## src/rtl/mole_light_sequencer_if.sv

```systemverilog
// Control/status bundle between the game-timing logic, the mole light
// sequencer and the board LED / score display.
interface mole_light_sequencer_if #(
  parameter int NUM_LIGHTS = 9,
  parameter int TIMER_W    = 28,
  parameter int LFSR_W     = 16,
  parameter int CNT_W      = 8
);
  localparam int IDX_W = (NUM_LIGHTS > 1) ? $clog2(NUM_LIGHTS) : 1;

  logic                  start;
  logic                  load_seed;
  logic [LFSR_W-1:0]     seed;
  logic [TIMER_W-1:0]    on_time;
  logic [TIMER_W-1:0]    gap_time;
  logic [NUM_LIGHTS-1:0] hit_in;
  logic                  clear_stats;

  logic [NUM_LIGHTS-1:0] lights_out;
  logic [IDX_W-1:0]      active_idx;
  logic                  hit_pulse;
  logic                  miss_pulse;
  logic                  wrong_pulse;
  logic                  busy;
  logic [CNT_W-1:0]      hit_count;
  logic [CNT_W-1:0]      miss_count;
  logic [CNT_W-1:0]      wrong_count;

  modport master (
    output start, load_seed, seed, on_time, gap_time, hit_in, clear_stats,
    input  lights_out, active_idx, hit_pulse, miss_pulse, wrong_pulse, busy,
           hit_count, miss_count, wrong_count
  );

  modport slave (
    input  start, load_seed, seed, on_time, gap_time, hit_in, clear_stats,
    output lights_out, active_idx, hit_pulse, miss_pulse, wrong_pulse, busy,
           hit_count, miss_count, wrong_count
  );
endinterface

```

## src/rtl/mole_light_sequencer.sv

```systemverilog
// Whack-a-mole light sequencer: LFSR-driven non-repeating single-light moles
// with programmable on/gap times and saturating hit/miss/wrong statistics.
module mole_light_sequencer #(
  parameter int                NUM_LIGHTS = 9,
  parameter int                TIMER_W    = 28,
  parameter int                LFSR_W     = 16,
  parameter logic [LFSR_W-1:0] LFSR_TAPS  = 16'hB400,
  parameter int                CNT_W      = 8
) (
  input  logic                   clk,
  input  logic                   reset,
  mole_light_sequencer_if.slave  bus
);
  localparam int               IDX_W  = (NUM_LIGHTS > 1) ? $clog2(NUM_LIGHTS) : 1;
  localparam logic [IDX_W:0]   NUM_L  = (IDX_W+1)'(NUM_LIGHTS);
  localparam bit               SINGLE = (NUM_LIGHTS == 1);

  typedef enum logic [1:0] {
    S_IDLE,
    S_GAP,
    S_PICK,
    S_ON
  } state_t;

  state_t                state_q, state_d;
  logic [LFSR_W-1:0]     lfsr_q, lfsr_d;
  logic [TIMER_W-1:0]    timer_q, timer_d;
  logic [IDX_W-1:0]      idx_q, idx_d;
  logic [NUM_LIGHTS-1:0] lights_q, lights_d;
  logic                  hit_q, hit_d;
  logic                  miss_q, miss_d;
  logic                  wrong_q, wrong_d;
  logic                  busy_q, busy_d;
  logic [CNT_W-1:0]      hit_cnt_q, hit_cnt_d;
  logic [CNT_W-1:0]      miss_cnt_q, miss_cnt_d;
  logic [CNT_W-1:0]      wrong_cnt_q, wrong_cnt_d;

  logic [IDX_W-1:0]      cand;
  logic                  cand_ok;
  logic [NUM_LIGHTS-1:0] cand_onehot;
  logic                  press_match;
  logic                  press_other;
  logic                  inc_hit, inc_miss, inc_wrong;

  // LFSR free-runs in every state; a zero seed would lock it up, so it becomes 1.
  always_comb begin
    lfsr_d = lfsr_q >> 1;
    if (lfsr_q[0]) begin
      lfsr_d = (lfsr_q >> 1) ^ LFSR_TAPS;
    end
    if (bus.load_seed) begin
      lfsr_d = (bus.seed == '0) ? LFSR_W'(1) : bus.seed;
    end
  end

  always_comb begin
    cand    = lfsr_q[IDX_W-1:0];
    cand_ok = ({1'b0, cand} < NUM_L) && (SINGLE || (cand != idx_q));
    cand_onehot = '0;
    for (int unsigned i = 0; i < NUM_LIGHTS; i++) begin
      cand_onehot[i] = (cand == IDX_W'(i));
    end
  end

  // While ON, lights_q is exactly the one-hot of the active index, so it
  // doubles as the mask separating the correct press from wrong ones.
  always_comb begin
    press_match = |(bus.hit_in & lights_q);
    press_other = |(bus.hit_in & ~lights_q);
  end

  always_comb begin
    state_d   = state_q;
    timer_d   = timer_q;
    idx_d     = idx_q;
    lights_d  = lights_q;
    hit_d     = 1'b0;
    miss_d    = 1'b0;
    wrong_d   = 1'b0;
    inc_hit   = 1'b0;
    inc_miss  = 1'b0;
    inc_wrong = 1'b0;

    case (state_q)
      S_IDLE: begin
        lights_d = '0;
        if (bus.start) begin
          timer_d = bus.gap_time;
          state_d = S_GAP;
        end
      end
      S_GAP: begin
        if (timer_q == '0) begin
          state_d = S_PICK;
        end else begin
          timer_d = timer_q - TIMER_W'(1);
        end
      end
      S_PICK: begin
        if (cand_ok) begin
          lights_d = cand_onehot;
          idx_d    = cand;
          timer_d  = bus.on_time;
          state_d  = S_ON;
        end
      end
      S_ON: begin
        if (press_match) begin
          hit_d    = 1'b1;
          inc_hit  = 1'b1;
          lights_d = '0;
          timer_d  = bus.gap_time;
          state_d  = S_GAP;
        end else begin
          if (press_other) begin
            wrong_d   = 1'b1;
            inc_wrong = 1'b1;
          end
          if (timer_q == '0) begin
            miss_d   = 1'b1;
            inc_miss = 1'b1;
            lights_d = '0;
            timer_d  = bus.gap_time;
            state_d  = S_GAP;
          end else begin
            timer_d = timer_q - TIMER_W'(1);
          end
        end
      end
      default: begin
        state_d = S_IDLE;
      end
    endcase

    // Dropping start aborts from any state without scoring the current mole.
    if (!bus.start) begin
      state_d   = S_IDLE;
      lights_d  = '0;
      timer_d   = timer_q;
      idx_d     = idx_q;
      hit_d     = 1'b0;
      miss_d    = 1'b0;
      wrong_d   = 1'b0;
      inc_hit   = 1'b0;
      inc_miss  = 1'b0;
      inc_wrong = 1'b0;
    end

    busy_d = (state_d != S_IDLE);
  end

  always_comb begin
    hit_cnt_d   = hit_cnt_q;
    miss_cnt_d  = miss_cnt_q;
    wrong_cnt_d = wrong_cnt_q;
    if (bus.clear_stats) begin
      hit_cnt_d   = '0;
      miss_cnt_d  = '0;
      wrong_cnt_d = '0;
    end else begin
      if (inc_hit && (hit_cnt_q != '1)) begin
        hit_cnt_d = hit_cnt_q + CNT_W'(1);
      end
      if (inc_miss && (miss_cnt_q != '1)) begin
        miss_cnt_d = miss_cnt_q + CNT_W'(1);
      end
      if (inc_wrong && (wrong_cnt_q != '1)) begin
        wrong_cnt_d = wrong_cnt_q + CNT_W'(1);
      end
    end
  end

  always_ff @(posedge clk or negedge reset) begin
    if (!reset) begin
      state_q     <= S_IDLE;
      lfsr_q      <= LFSR_W'(1);
      timer_q     <= '0;
      idx_q       <= '0;
      lights_q    <= '0;
      hit_q       <= 1'b0;
      miss_q      <= 1'b0;
      wrong_q     <= 1'b0;
      busy_q      <= 1'b0;
      hit_cnt_q   <= '0;
      miss_cnt_q  <= '0;
      wrong_cnt_q <= '0;
    end else begin
      state_q     <= state_d;
      lfsr_q      <= lfsr_d;
      timer_q     <= timer_d;
      idx_q       <= idx_d;
      lights_q    <= lights_d;
      hit_q       <= hit_d;
      miss_q      <= miss_d;
      wrong_q     <= wrong_d;
      busy_q      <= busy_d;
      hit_cnt_q   <= hit_cnt_d;
      miss_cnt_q  <= miss_cnt_d;
      wrong_cnt_q <= wrong_cnt_d;
    end
  end

  assign bus.lights_out  = lights_q;
  assign bus.active_idx  = idx_q;
  assign bus.hit_pulse   = hit_q;
  assign bus.miss_pulse  = miss_q;
  assign bus.wrong_pulse = wrong_q;
  assign bus.busy        = busy_q;
  assign bus.hit_count   = hit_cnt_q;
  assign bus.miss_count  = miss_cnt_q;
  assign bus.wrong_count = wrong_cnt_q;

endmodule

```

## src/flat_wrapper.sv

```systemverilog
// flat-port wrapper written by rule: the top's interface ports become plain ports
module mole_light_sequencer_flat 
#(
  parameter int                NUM_LIGHTS = 9,
  parameter int                TIMER_W    = 28,
  parameter int                LFSR_W     = 16,
  parameter logic [LFSR_W-1:0] LFSR_TAPS  = 16'hB400,
  parameter int                CNT_W      = 8
)
  (clk, reset, bus_start, bus_load_seed, bus_seed, bus_on_time, bus_gap_time, bus_hit_in, bus_clear_stats, bus_lights_out, bus_active_idx, bus_hit_pulse, bus_miss_pulse, bus_wrong_pulse, bus_busy, bus_hit_count, bus_miss_count, bus_wrong_count);
  mole_light_sequencer_if #(.NUM_LIGHTS(NUM_LIGHTS), .TIMER_W(TIMER_W), .LFSR_W(LFSR_W), .CNT_W(CNT_W)) bus_i ();
  input  logic clk;
  input  logic reset;
  input wire logic [$bits(bus_i.start)-1:0] bus_start;
  input wire logic [$bits(bus_i.load_seed)-1:0] bus_load_seed;
  input wire logic [$bits(bus_i.seed)-1:0] bus_seed;
  input wire logic [$bits(bus_i.on_time)-1:0] bus_on_time;
  input wire logic [$bits(bus_i.gap_time)-1:0] bus_gap_time;
  input wire logic [$bits(bus_i.hit_in)-1:0] bus_hit_in;
  input wire logic [$bits(bus_i.clear_stats)-1:0] bus_clear_stats;
  output wire logic [$bits(bus_i.lights_out)-1:0] bus_lights_out;
  output wire logic [$bits(bus_i.active_idx)-1:0] bus_active_idx;
  output wire logic [$bits(bus_i.hit_pulse)-1:0] bus_hit_pulse;
  output wire logic [$bits(bus_i.miss_pulse)-1:0] bus_miss_pulse;
  output wire logic [$bits(bus_i.wrong_pulse)-1:0] bus_wrong_pulse;
  output wire logic [$bits(bus_i.busy)-1:0] bus_busy;
  output wire logic [$bits(bus_i.hit_count)-1:0] bus_hit_count;
  output wire logic [$bits(bus_i.miss_count)-1:0] bus_miss_count;
  output wire logic [$bits(bus_i.wrong_count)-1:0] bus_wrong_count;
  assign bus_i.start = bus_start;
  assign bus_i.load_seed = bus_load_seed;
  assign bus_i.seed = bus_seed;
  assign bus_i.on_time = bus_on_time;
  assign bus_i.gap_time = bus_gap_time;
  assign bus_i.hit_in = bus_hit_in;
  assign bus_i.clear_stats = bus_clear_stats;
  assign bus_lights_out = bus_i.lights_out;
  assign bus_active_idx = bus_i.active_idx;
  assign bus_hit_pulse = bus_i.hit_pulse;
  assign bus_miss_pulse = bus_i.miss_pulse;
  assign bus_wrong_pulse = bus_i.wrong_pulse;
  assign bus_busy = bus_i.busy;
  assign bus_hit_count = bus_i.hit_count;
  assign bus_miss_count = bus_i.miss_count;
  assign bus_wrong_count = bus_i.wrong_count;
  mole_light_sequencer #(.NUM_LIGHTS(NUM_LIGHTS), .TIMER_W(TIMER_W), .LFSR_W(LFSR_W), .LFSR_TAPS(LFSR_TAPS), .CNT_W(CNT_W)) u_core (.clk(clk), .reset(reset), .bus(bus_i));
endmodule
```

## config.mk

```make
export PLATFORM = sky130hd
export DESIGN_NAME = mole_light_sequencer_flat
export DESIGN_NICKNAME = d
export VERILOG_FILES = /design/src/rtl/mole_light_sequencer_if.sv /design/src/rtl/mole_light_sequencer.sv /design/src/flat_wrapper.sv
export SDC_FILE = /design/constraint.sdc
export NUM_CORES = 1
export LEC_CHECK = 0
export ABC_AREA = 1
export CORE_ASPECT_RATIO = 1.4
export CORE_UTILIZATION = 45
export CTS_CLUSTER_DIAMETER = 80
export DETAILED_ROUTE_END_ITERATION = 8
export DONT_BUFFER_PORTS = 1
export SETUP_SLACK_MARGIN = 0.5
export SLEW_MARGIN = 30
export SYNTH_ARGS = -nofsm -noshare
export SYNTH_HDL_FRONTEND = slang
export SYNTH_SLANG_ARGS = --single-unit
```

## constraint.sdc

```tcl
create_clock -name clk -period 3.06 [get_ports clk]
set_input_delay 0.459 -clock clk [delete_from_list [all_inputs] [get_ports clk]]
set_output_delay 0.459 -clock clk [all_outputs]
set_load 0.01 [all_outputs]
```

==> metrics.txt, run 1 <==
Seq/Total Area, Yosys=between 30% and 40%; post-placement cell count=1000; post-route ant nets=0; clock latency on the worst-skew pair=roughly 0.34 ns; slew of the pin with the lowest slew margin=about 0.58 ns; failing checks=negative hold slack; Setup CP Type=flop to flop; Leakage=just over 0.003 µW; Post-synth EDFFs=0; final global-route overflow total=0; asr flop ratio synth=100%; WL/cell=14.9 µm; Vias/cell=about 5.4; htree depth=3; # fillers=1306; clk buf depth=2; # rows=49; Net Count, Synth=roughly 970; Main synth FF type=dfrtp_1; Synth Instances=about 870; Antenna diodes=0; fin crit share=about three quarters; final hold violations=5; Post-synth top cells=322 x nand2_1, 124 x nor2_1, 86 x dfrtp_1; share of cells above drive strength 1=6.60%; final wirelength=about 15000 µm; DRC=0; Die Width=just under 100 µm; total clock sinks=87; I/O pins=between 100 and 150; vias in the first global route=roughly 5500; Max transition margin=a little over 60%; area delta synth->final=7.21%; port bufs=0; flops & latches, synth=just under 90; post-CTS sizing=0; cell taking the most area after synthesis=dfrtp_1; vias=5449; CP max stage cell=buf_4; CP Launch Type=flop; count leader, synth=nand2_1; setup tns final=0 ns; Nets=between 900 and 1000; P per Cell Area=around 460 nW/µm²; Unique masters post-synth=43; Reg area=roughly 2200 µm²; crit path max fanout=56; CP Data Required Time=roughly 3.3 ns; CP endpoint kind=flop; synthesized area=~6000 µm²; initial core utilization=a little under half; Setup Viol. Count Final=0; CP Cell Sequence=inv_1, ha_1, nand3_1, nor2_1, nand4_1, o211ai_4, buf_4, nor2_1, nand2_1, nand2_1; GRT Util Overall=22.9%; clock root buffer=clkbuf_16; syn avg cell area=6.84 µm²; RSZ-0062 raised after global routing=no; area of the multi-input gates=between 3000 and 4000 µm²; antenna violations before repair=0; CTS tree=done; largest net degree at the start of global routing=88; Layout Cells excl Fill=~1000; die height=between 100 and 150 µm; Post-CTS Setup Inserts=0; DP Wirelength=between 10000 and 15000 µm; Ys Warns=0; Final Slew Violations=0; Largest stage delay, worst path=around 0.48 ns; hold slack=-0.0254 ns; Worst-path clk slew=0.07 ns; status=finished, violations left; Worst VDD drop=between 200 and 300 µV; routability cong.=between 0.9 and 1; Worst Skew=~0.0092 ns; Synth top area share=around 36%; Pwr Total=approximately 3000 µW; global-route wire length before repair=around 25000 µm; Num CTS Buffers=9; DRT Pass-1 Iters=4; R2R Setup Slk=between 0.8 and 0.9 ns; Core Footprint=about 13000 µm²; largest cells by area after synthesis=dfrtp_1 36%, nand2_1 20%, nor2_1 7.8%; die area=13700 µm²; max-cap violations=0; CP Data Arrival Time=2.49 ns; fmax=around 0.44 GHz; DRT iter0 DRCs=approximately 200; fin crit period=about 2.3 ns; Hold Crit Class=input port to asynchronous set/reset pin
-- cell usage in the layout, fill, tap and decap left out, types with 2 or more instances in the layout --
master / n
nor4_1: 4
buf_4: 7
clkbuf_8: 2
nor3_1: 11
nand2_1: 322
nor2_2: 5
o21a_1: 28
nor2_4: 8
o21ai_2: 3
xnor2_1: 25
nand3_2: 2
dfrtp_1: 86
a21oi_1: 27
nor2_1: 124
nand4_1: 14
inv_1: 52
xor2_1: 19
o31ai_1: 4
ha_1: 9
or2_2: 3
clkinvlp_4: 2
nand2_2: 5
inv_6: 2
nand3_1: 51
o21ai_0: 20
clkbuf_16: 9
o21ai_1: 3
-- layout make-up --
cell class                 instances  area share (%)
clock inverter                     5           0.978
clock buffer                      11            3.95
sequential                        87            34.0
multi-input combinational        699            53.6
tap                              153            2.99
inverter                          54            3.17
timing repair buffer               8            1.25
-- stage by stage --
| step | setup WS [ns] | cell area, µm² | utilization [%] |
|---|---|---|---|
| 6_report | 0.801 | 6400 | 49.7 |
| 5_1_grt | 0.524 | 6400 | 49.7 |
| 4_1_cts | 0.799 | 6400 | 49.7 |
| 3_5_place_dp | 0.810 | 6060 | 47.0 |
| 3_3_place_gp | 0.846 | 6060 | 47.0 |
| 2_1_floorplan | 1.32 | 5970 | - |
-- report_power, final --
group / internal (µW) / leakage, µW / switching (µW)
clock: 684 / 0.000149 / 488
combinational: 181 / 0.00174 / 302
sequential: 1220 / 0.00113 / 86.0
-- final timing paths --
kind,start,to,cells past startpoint
setup / recovery,u_core.timer_q[0],u_core.timer_q[26],10
hold / removal,reset,u_core.timer_q[5],1
setup reg to reg,u_core.timer_q[0],u_core.timer_q[26],10
hold reg to reg,u_core.lfsr_q[5],u_core.lfsr_q[4],2
max in group asynchronous,reset,u_core.lfsr_q[0],1
min in group clk,bus_clear_stats,u_core.bus.hit_count[0],1
-- what timing repair did --
action | CTS | global route
hold endpoints to repair | 87 | 0
hold buffers | 1 | 0
setup endpoints to repair | 0 | 0
-- flip-flops by register name, summed over array words and instances (netlist names), 2 cells and up --
register	cells
u_core.bus.active_idx	4
u_core.bus.hit_count	8
u_core.bus.lights_out	9
u_core.bus.miss_count	8
u_core.bus.wrong_count	8
u_core.lfsr_q	16
u_core.state_q	2
u_core.timer_q	28
-- layer usage --
metal / GRT usage, % / wire length, µm / part of all wire, % / up-vias
li1: - / - / - / 2745
met1: 24.9 / 5990 / 39 / 2542
met5: 0 / 0 / 0 / -
met3: 4.75 / 701 / 4.6 / 30
met4: 9.29 / 395 / 2.6 / 0
met2: 42.6 / 8120 / 53 / 132
-- cell families (layout without fill, tap and decap cells) --
family	Yosys count	in the layout	share of synthesized area [%]
AND/OR/NAND/NOR	554	554	39.3
AO/OA/AOI/OAI	91	91	9.47
flip-flops	87	87	36.5
buffers and inverters	87	78	6.16
XOR/XNOR	44	44	6.46
adder cells (fa/ha/maj)	9	9	1.89
multiplexers	1	1	0.189
-- critical path, delay by kind of cell, from the launching register on --
kind	cells	cell delay [ns]
AOI/OAI and AO/OA	1	0.22
adders and majority gates	1	0.22
buffers and inverters	2	0.60
DFF	1	0.39
and+or+nand+nor	6	0.67
No activity file was read; power rests on OpenSTA's default activity.
==> run 2, diff against run 1 <==
clock period = 1.8 ns   (was 3.06 ns; I/O delays follow)
==> run 2 against run 1 <==
  * The flow finishes with violations (negative hold slack, negative setup slack)
  * Wire length increased by 20%
  * Sequential share of layout area decreased by 6.8 points
  * Cell count increased by 11%
  * Clock power increased by 79%
  * Global-route usage increased by 3.1 points
  * Highest routed layer unchanged
  * Non-clock buffer count increased by 111
  * Combinational power increased to 2.5 times the previous value
  * Total power increased by 86%
  * Via count increased by 10%
==> metrics.txt, run 2 (synthesis gave the netlist of run 1 again) <==
status=finished, violations left; failing checks=negative hold slack, negative setup slack; area delta synth->final=34.2%; delay-heaviest family, CP=simple AND/OR/NAND/NOR gates; CP Cell Sequence=nor2_4, nand2_2, nor2_8, nand4_1, o211ai_4, buf_12, buf_8, clkbuf_16, nand2_1, nand2_1; largest reg by FF count=u_core.timer_q; Setup Viol. Count Final=19 (+19); max reg flops=28 (unchanged); placed standard-cell area=6700 µm² (+11%); DRT iter0 DRCs=171 (-14%); global-route wire length before repair=28500 µm (+13%); antenna violations before repair=0 (unchanged); Die Width=99.3 µm (unchanged); Post-CTS Hold Fix Bufs=2 (+1); setup tns final=-0.284 ns (-0.284 ns); Worst VDD drop=450 µV (+67%); largest net degree at the start of global routing=88 (unchanged); Worst-path clk slew=0.08 ns (about the same); vias in the first global route=6075 (+11%); launch point of the worst path=u_core.timer_q[10]; crit path max fanout=9 (-84%); post-route ant nets=0 (unchanged); total clock sinks=87 (unchanged); fin crit period=1.83 ns (-0.425 ns); DP Wirelength=12000 µm (+7.6%); port bufs=0 (unchanged); P per Cell Area=689 nW/µm² (+49%); die height=138 µm (unchanged); Leakage=0.00383 µW (+27%); clk buf depth=2 (unchanged); critical path buffer and inverter count=3 (+1); hold slack=-0.386 ns (-0.361 ns); fin crit share=102% (+28 points); CP max stage cell=dfrtp_2; share of cells above drive strength 1=27.8% (+21 points); final wirelength=18300 µm (+20%); highest-count cells in the layout ignoring fill and taps=287 x nand2_1, 101 x nor2_1, 83 x buf_4, 82 x dfrtp_1, 45 x inv_1; Hold Crit Class=input port to asynchronous set/reset pin; post-route worst setup slack=-0.0339 ns (-0.835 ns); Largest stage delay, worst path=0.45 ns (-0.03 ns); # fillers=1140 (-13%); CP Data Arrival Time=2.12 ns (-0.37 ns); CP Launch Type=flop; max-cap violations=0 (unchanged); I/O pins=127 (unchanged); # rows=49 (unchanged); most common library cell in the layout ignoring fill and taps=nand2_1; Core Footprint=12900 µm² (unchanged); htree depth=3 (unchanged); final global-route overflow total=0 (unchanged); Vias/cell=5.32 (-0.76%); DRT Pass-1 Iters=4 (unchanged); Antenna diodes=0 (unchanged); DRC=0 (unchanged); die area=13700 µm² (unchanged); Max transition margin=70.3% (+8.9 points); CP Data Required Time=2.08 ns (-1.21 ns); CTS tree=done; initial core utilization=46.4% (unchanged); Final Slew Violations=0 (unchanged); RSZ-0062 raised after global routing=yes; Setup CP Type=flop to flop; vias=6019 (+10%); routability cong.=0.932 (-2.9%); slew of the pin with the lowest slew margin=0.445 ns (-0.133 ns); FF-to-FF Start=u_core.timer_q[10]; CP endpoint kind=flop; clock root buffer=clkbuf_16; Num CTS Buffers=9 (unchanged); final instance area=8010 µm² (+25%); GRT Util Overall=26.0% (+3.1 points); Worst Skew=0.0135 ns (+0.00426 ns); fmax=0.545 GHz (+23%); Nets=1069 (+12%); WL/cell=16.1 µm (+8.0%); clock latency on the worst-skew pair=0.35 ns (about the same); final hold violations=87 (+82); Crit path top cell by count=nand2_1
==> run 2: cell count changes in the layout (fill, tap and decap cells not counted), sizes merged <==
| cell | previous run | this run |
|---|---|---|
| buf | 8 | 113 |
| clkbuf | 11 | 14 |
| nand3 | 53 | 56 |
| dlygate4sd3 | 0 | 2 |
| bufinv | 1 | 2 |
| clkinv | 1 | 2 |
| clkinvlp | 2 | 1 |
| inv | 55 | 56 |
==> run 2: through the flow <==
step	util [%]	std cells	total power [µW]	worst slack [ns]
finish	62.2	1132	5520	-0.0339
global route	62.2	1132	5760	-0.114
CTS	58.7	1112	5410	-0.0204
detailed placement	52.1	1067	3210	-0.135
global placement	52.1	1067	3200	-0.0904
floorplan	-	873	2910	0.150
==> run 2: path summary, 6_finish.rpt <==
path                                            to  depth (start not counted)  slack [ns]
setup / recovery                u_core.timer_q[17]                         10       -0.03
hold / removal                   u_core.timer_q[1]                          0       -0.39
setup reg to reg                u_core.timer_q[17]                         10       -0.03
hold reg to reg                   u_core.lfsr_q[5]                          2        0.45
max in group asynchronous         u_core.lfsr_q[0]                          0        1.99
min in group clk           u_core.bus.hit_count[3]                          1        0.01
==> run 2: final cells by class <==
type                    count  area [µm²]  share of cell area, %
clock inverters             6        93.8                   1.17
multi-input cells         702        3920                   48.9
repair inverters            1        6.26                 0.0781
repair buffers            119        1180                   14.8
well taps                 153         191                   2.39
flip-flops and latches     87        2180                   27.2
clock buffers              10         229                   2.86
inverters                  54         211                   2.64
==> run 2: report_power, final <==
group / internal, µW / leakage [µW] / switching [µW]
Clock: 1230 / 0.000154 / 867
Sequential: 2080 / 0.00113 / 113
Combinational: 572 / 0.00255 / 656
Total: 3880 / 0.00383 / 1640
==> run 2: what timing repair did <==
| item | 4_1_cts | 5_1_grt |
|---|---|---|
| gates cloned | 5 | 4 |
| pin swaps | 28 | 35 |
| gates resized for setup | 83 | 61 |
| hold endpoints to repair | 89 | 87 |
| endpoints found under the setup margin | 70 | 71 |
| buffers inserted | 22 | 16 |
==> run 2: routing by layer <==
layer,share of wire [%],up-vias,GRT usage (%)
li1,-,2978,-
met3,4.6,42,5.01
met1,37,2840,27.3
met4,3.8,0,11.7
met5,0,-,0
met2,55,159,49.1
==> run 3, diff against run 2 <==
BUFFER_PORTS_ARGS = -buffer_cell sky130_fd_sc_hd__buf_2   (was not set)
DONT_BUFFER_PORTS = not set   (was 1)
PLACE_DENSITY = 0.7   (was not set)
==> run 3 against run 2 <==
  * The run ends with negative setup slack left
  * Largest power group unchanged
  * First-iteration DRC count grew 22%
  * Highest routed layer unchanged
  * Clock power down 9%
  * Setup slack got worse by 0.019 ns
  * Combinational power grew 13%
  * Die area is the same
  * Sequential cell count is the same
  * Non-clock buffer count is 114 higher
  * Cell count is 10% higher
==> metrics.txt, run 3 (synthesis gave the netlist of run 1 again) <==
slew of the pin with the lowest slew margin=0.764 ns (+0.319 ns); Worst Skew=0.00784 ns (-0.00563 ns); clock root buffer=clkbuf_16; final instance area=8430 µm² (+5.2%); Layout Cells excl Fill=1246 (+10%); CP Data Arrival Time=2.13 ns (about the same); setup tns final=-1.09 ns (-0.808 ns); Net Switching=1680 µW (+2.7%); largest net degree at the start of global routing=40 (-55%); die area=13700 µm² (unchanged); post-route ant nets=0 (unchanged); Worst VDD drop=441 µV (-2.0%); area delta synth->final=41.3%; pre-CTS setup slack=-0.0832 ns (+0.0518 ns); htree depth=3 (unchanged); Antenna diodes=0 (unchanged); post-placement cell count=1194 (+12%); fin crit period=1.85 ns (+0.0195 ns); Vias/cell=5.08 (-4.5%); RSZ-0062 raised after global routing=yes; status=finished, violations left; # rows=49 (unchanged); CP Launch Type=flop; fmax=0.540 GHz (-1.1%); clk buf depth=2 (unchanged); global-route wire length before repair=28300 µm (-0.70%); logic gate share of total power=25.3% (+3.0 points); final hold violations=0 (-100%); P per Cell Area=650 nW/µm² (-5.6%); CP Data Required Time=2.08 ns (about the same); total clock sinks=87 (unchanged); share of cells above drive strength 1=32.9% (+5.2 points); I/O pins=127 (unchanged); Nets=1183 (+11%); Worst-path clk slew=0.07 ns (about the same); highest-count cells in the layout ignoring fill and taps=294 x nand2_1, 123 x buf_2, 105 x nor2_1, 82 x dfrtp_1, 74 x buf_4; # fillers=1170 (+2.6%); sw frac=30.7% (+1.0 points); routability cong.=0.897 (-3.8%); fin crit share=103% (+1.1 points); max-cap violations=0 (unchanged); max reg flops=28 (unchanged); port bufs=126 (+126); Num CTS Buffers=9 (unchanged); Final Slew Violations=0 (unchanged); antenna violations before repair=0 (unchanged); crit path max fanout=7 (-2); Pint=3800 µW (-2.1%); Clk pwr share=34.8% (-3.2 points); CP endpoint kind=flop; clock latency on the worst-skew pair=0.34 ns (about the same); Setup CP Type=flop to flop; die height=138 µm (unchanged); vias in the first global route=6049 (-0.43%); post-route worst setup slack=-0.0534 ns (-0.0195 ns); failing checks=negative setup slack; Leakage=0.00427 µW (+11%); largest reg by FF count=u_core.timer_q; Die Width=99.3 µm (unchanged); DRT iter0 DRCs=208 (+22%); GRT Util Overall=25.8% (-0.23 points); final global-route overflow total=0 (unchanged); DP Wirelength=12000 µm (+0.14%); Core Footprint=12900 µm² (unchanged); WL/cell=14.2 µm (-12%); DRT Pass-1 Iters=6 (+2); Seq pwr share=39.9% (+0.2 points); initial core utilization=46.4% (unchanged); most common library cell in the layout ignoring fill and taps=nand2_1; DRC=0 (unchanged); Setup Viol. Count Final=28 (+9); Max transition margin=49.0% (-21 points); placed standard-cell area=7370 µm² (+9.9%); final wirelength=17700 µm (-3.3%); Hold Crit Class=input port to flop; vias=6329 (+5.2%); CTS tree=done
-- run 3: changes by cell type in the layout (fill, tap and decap cells not counted), sizes merged --
cell	change
clkbuf	-2
clkinvlp	+1
dlygate4sd3	-1
buf	+117
bufinv	-1
-- run 3: power groups by stage --
stage	clock, µW	sequential (µW)	combinational, µW
after floorplan	0	2220	691
after global placement	0	2210	1190
after detailed placement	0	2210	1200
after CTS	1940	2180	1320
after global routing	2020	2200	1540
final	1910	2190	1390
-- run 3: area by class of cell --
cell class | instances | area (µm²) | area share, %
well taps | 153 | 191 | 2.27
inverters | 54 | 209 | 2.48
repair inverters | 1 | 6.26 | 0.0742
multi-input cells | 702 | 3800 | 45.1
repair buffers | 233 | 1750 | 20.7
clock buffers | 10 | 229 | 2.71
flip-flops and latches | 87 | 2180 | 25.9
clock inverters | 6 | 67.6 | 0.801
-- run 3: stage by stage --
step                utilization (%)  hold slack, ns  total power [µW]
finish                         65.5           0.142              5480
global route                   65.5           0.154              5760
CTS                            63.2           0.135              5440
detailed placement             57.2           0.203              3410
global placement               57.2           0.202              3400
floorplan                         -         -0.0256              2910
-- run 3: worst max-delay path, stage by stage, from the launching register on --
cell	delay [ns]
dfrtp_1	0.41
inv_2	0.09
ha_4	0.15
nand3_2	0.08
nor2_1	0.12
nand4_1	0.16
o211ai_4	0.25
buf_12	0.17
buf_12	0.12
buf_16	0.13
nand2_4	0.05
nand2_2	0.05
-- run 3: final timing paths --
| path | start | end | slack (ns) | cells past startpoint |
|---|---|---|---|---|
| max in group asynchronous | reset | u_core.state_q[1] | 0.83 | 3 |
| min reg2reg | u_core.lfsr_q[5] | u_core.lfsr_q[4] | 0.44 | 2 |
| min in group asynchronous | reset | u_core.timer_q[4] | 0.39 | 2 |
| min | bus_seed[13] | u_core.lfsr_q[13] | 0.14 | 3 |
| max | u_core.timer_q[1] | u_core.timer_q[20] | -0.05 | 11 |
| max reg2reg | u_core.timer_q[1] | u_core.timer_q[20] | -0.05 | 11 |
-- run 3: layer usage --
metal	up-vias	wire length (µm)	part of all wire, %	GRT usage, %
li1	3221	-	-	-
met1	2935	6770	38	28.7
met2	136	9680	55	48.6
met3	37	652	3.7	3.64
met4	0	584	3.3	9.75
met5	-	0	0	0
-- run 3: timing repair --
item,in CTS,in global routing
setup buffers,19,7
endpoints found under the hold margin,21,0
gates resized for setup,58,52
hold buffers,1,0
pin swaps,24,27
gates cloned,7,2
endpoints found under the setup margin,71,75
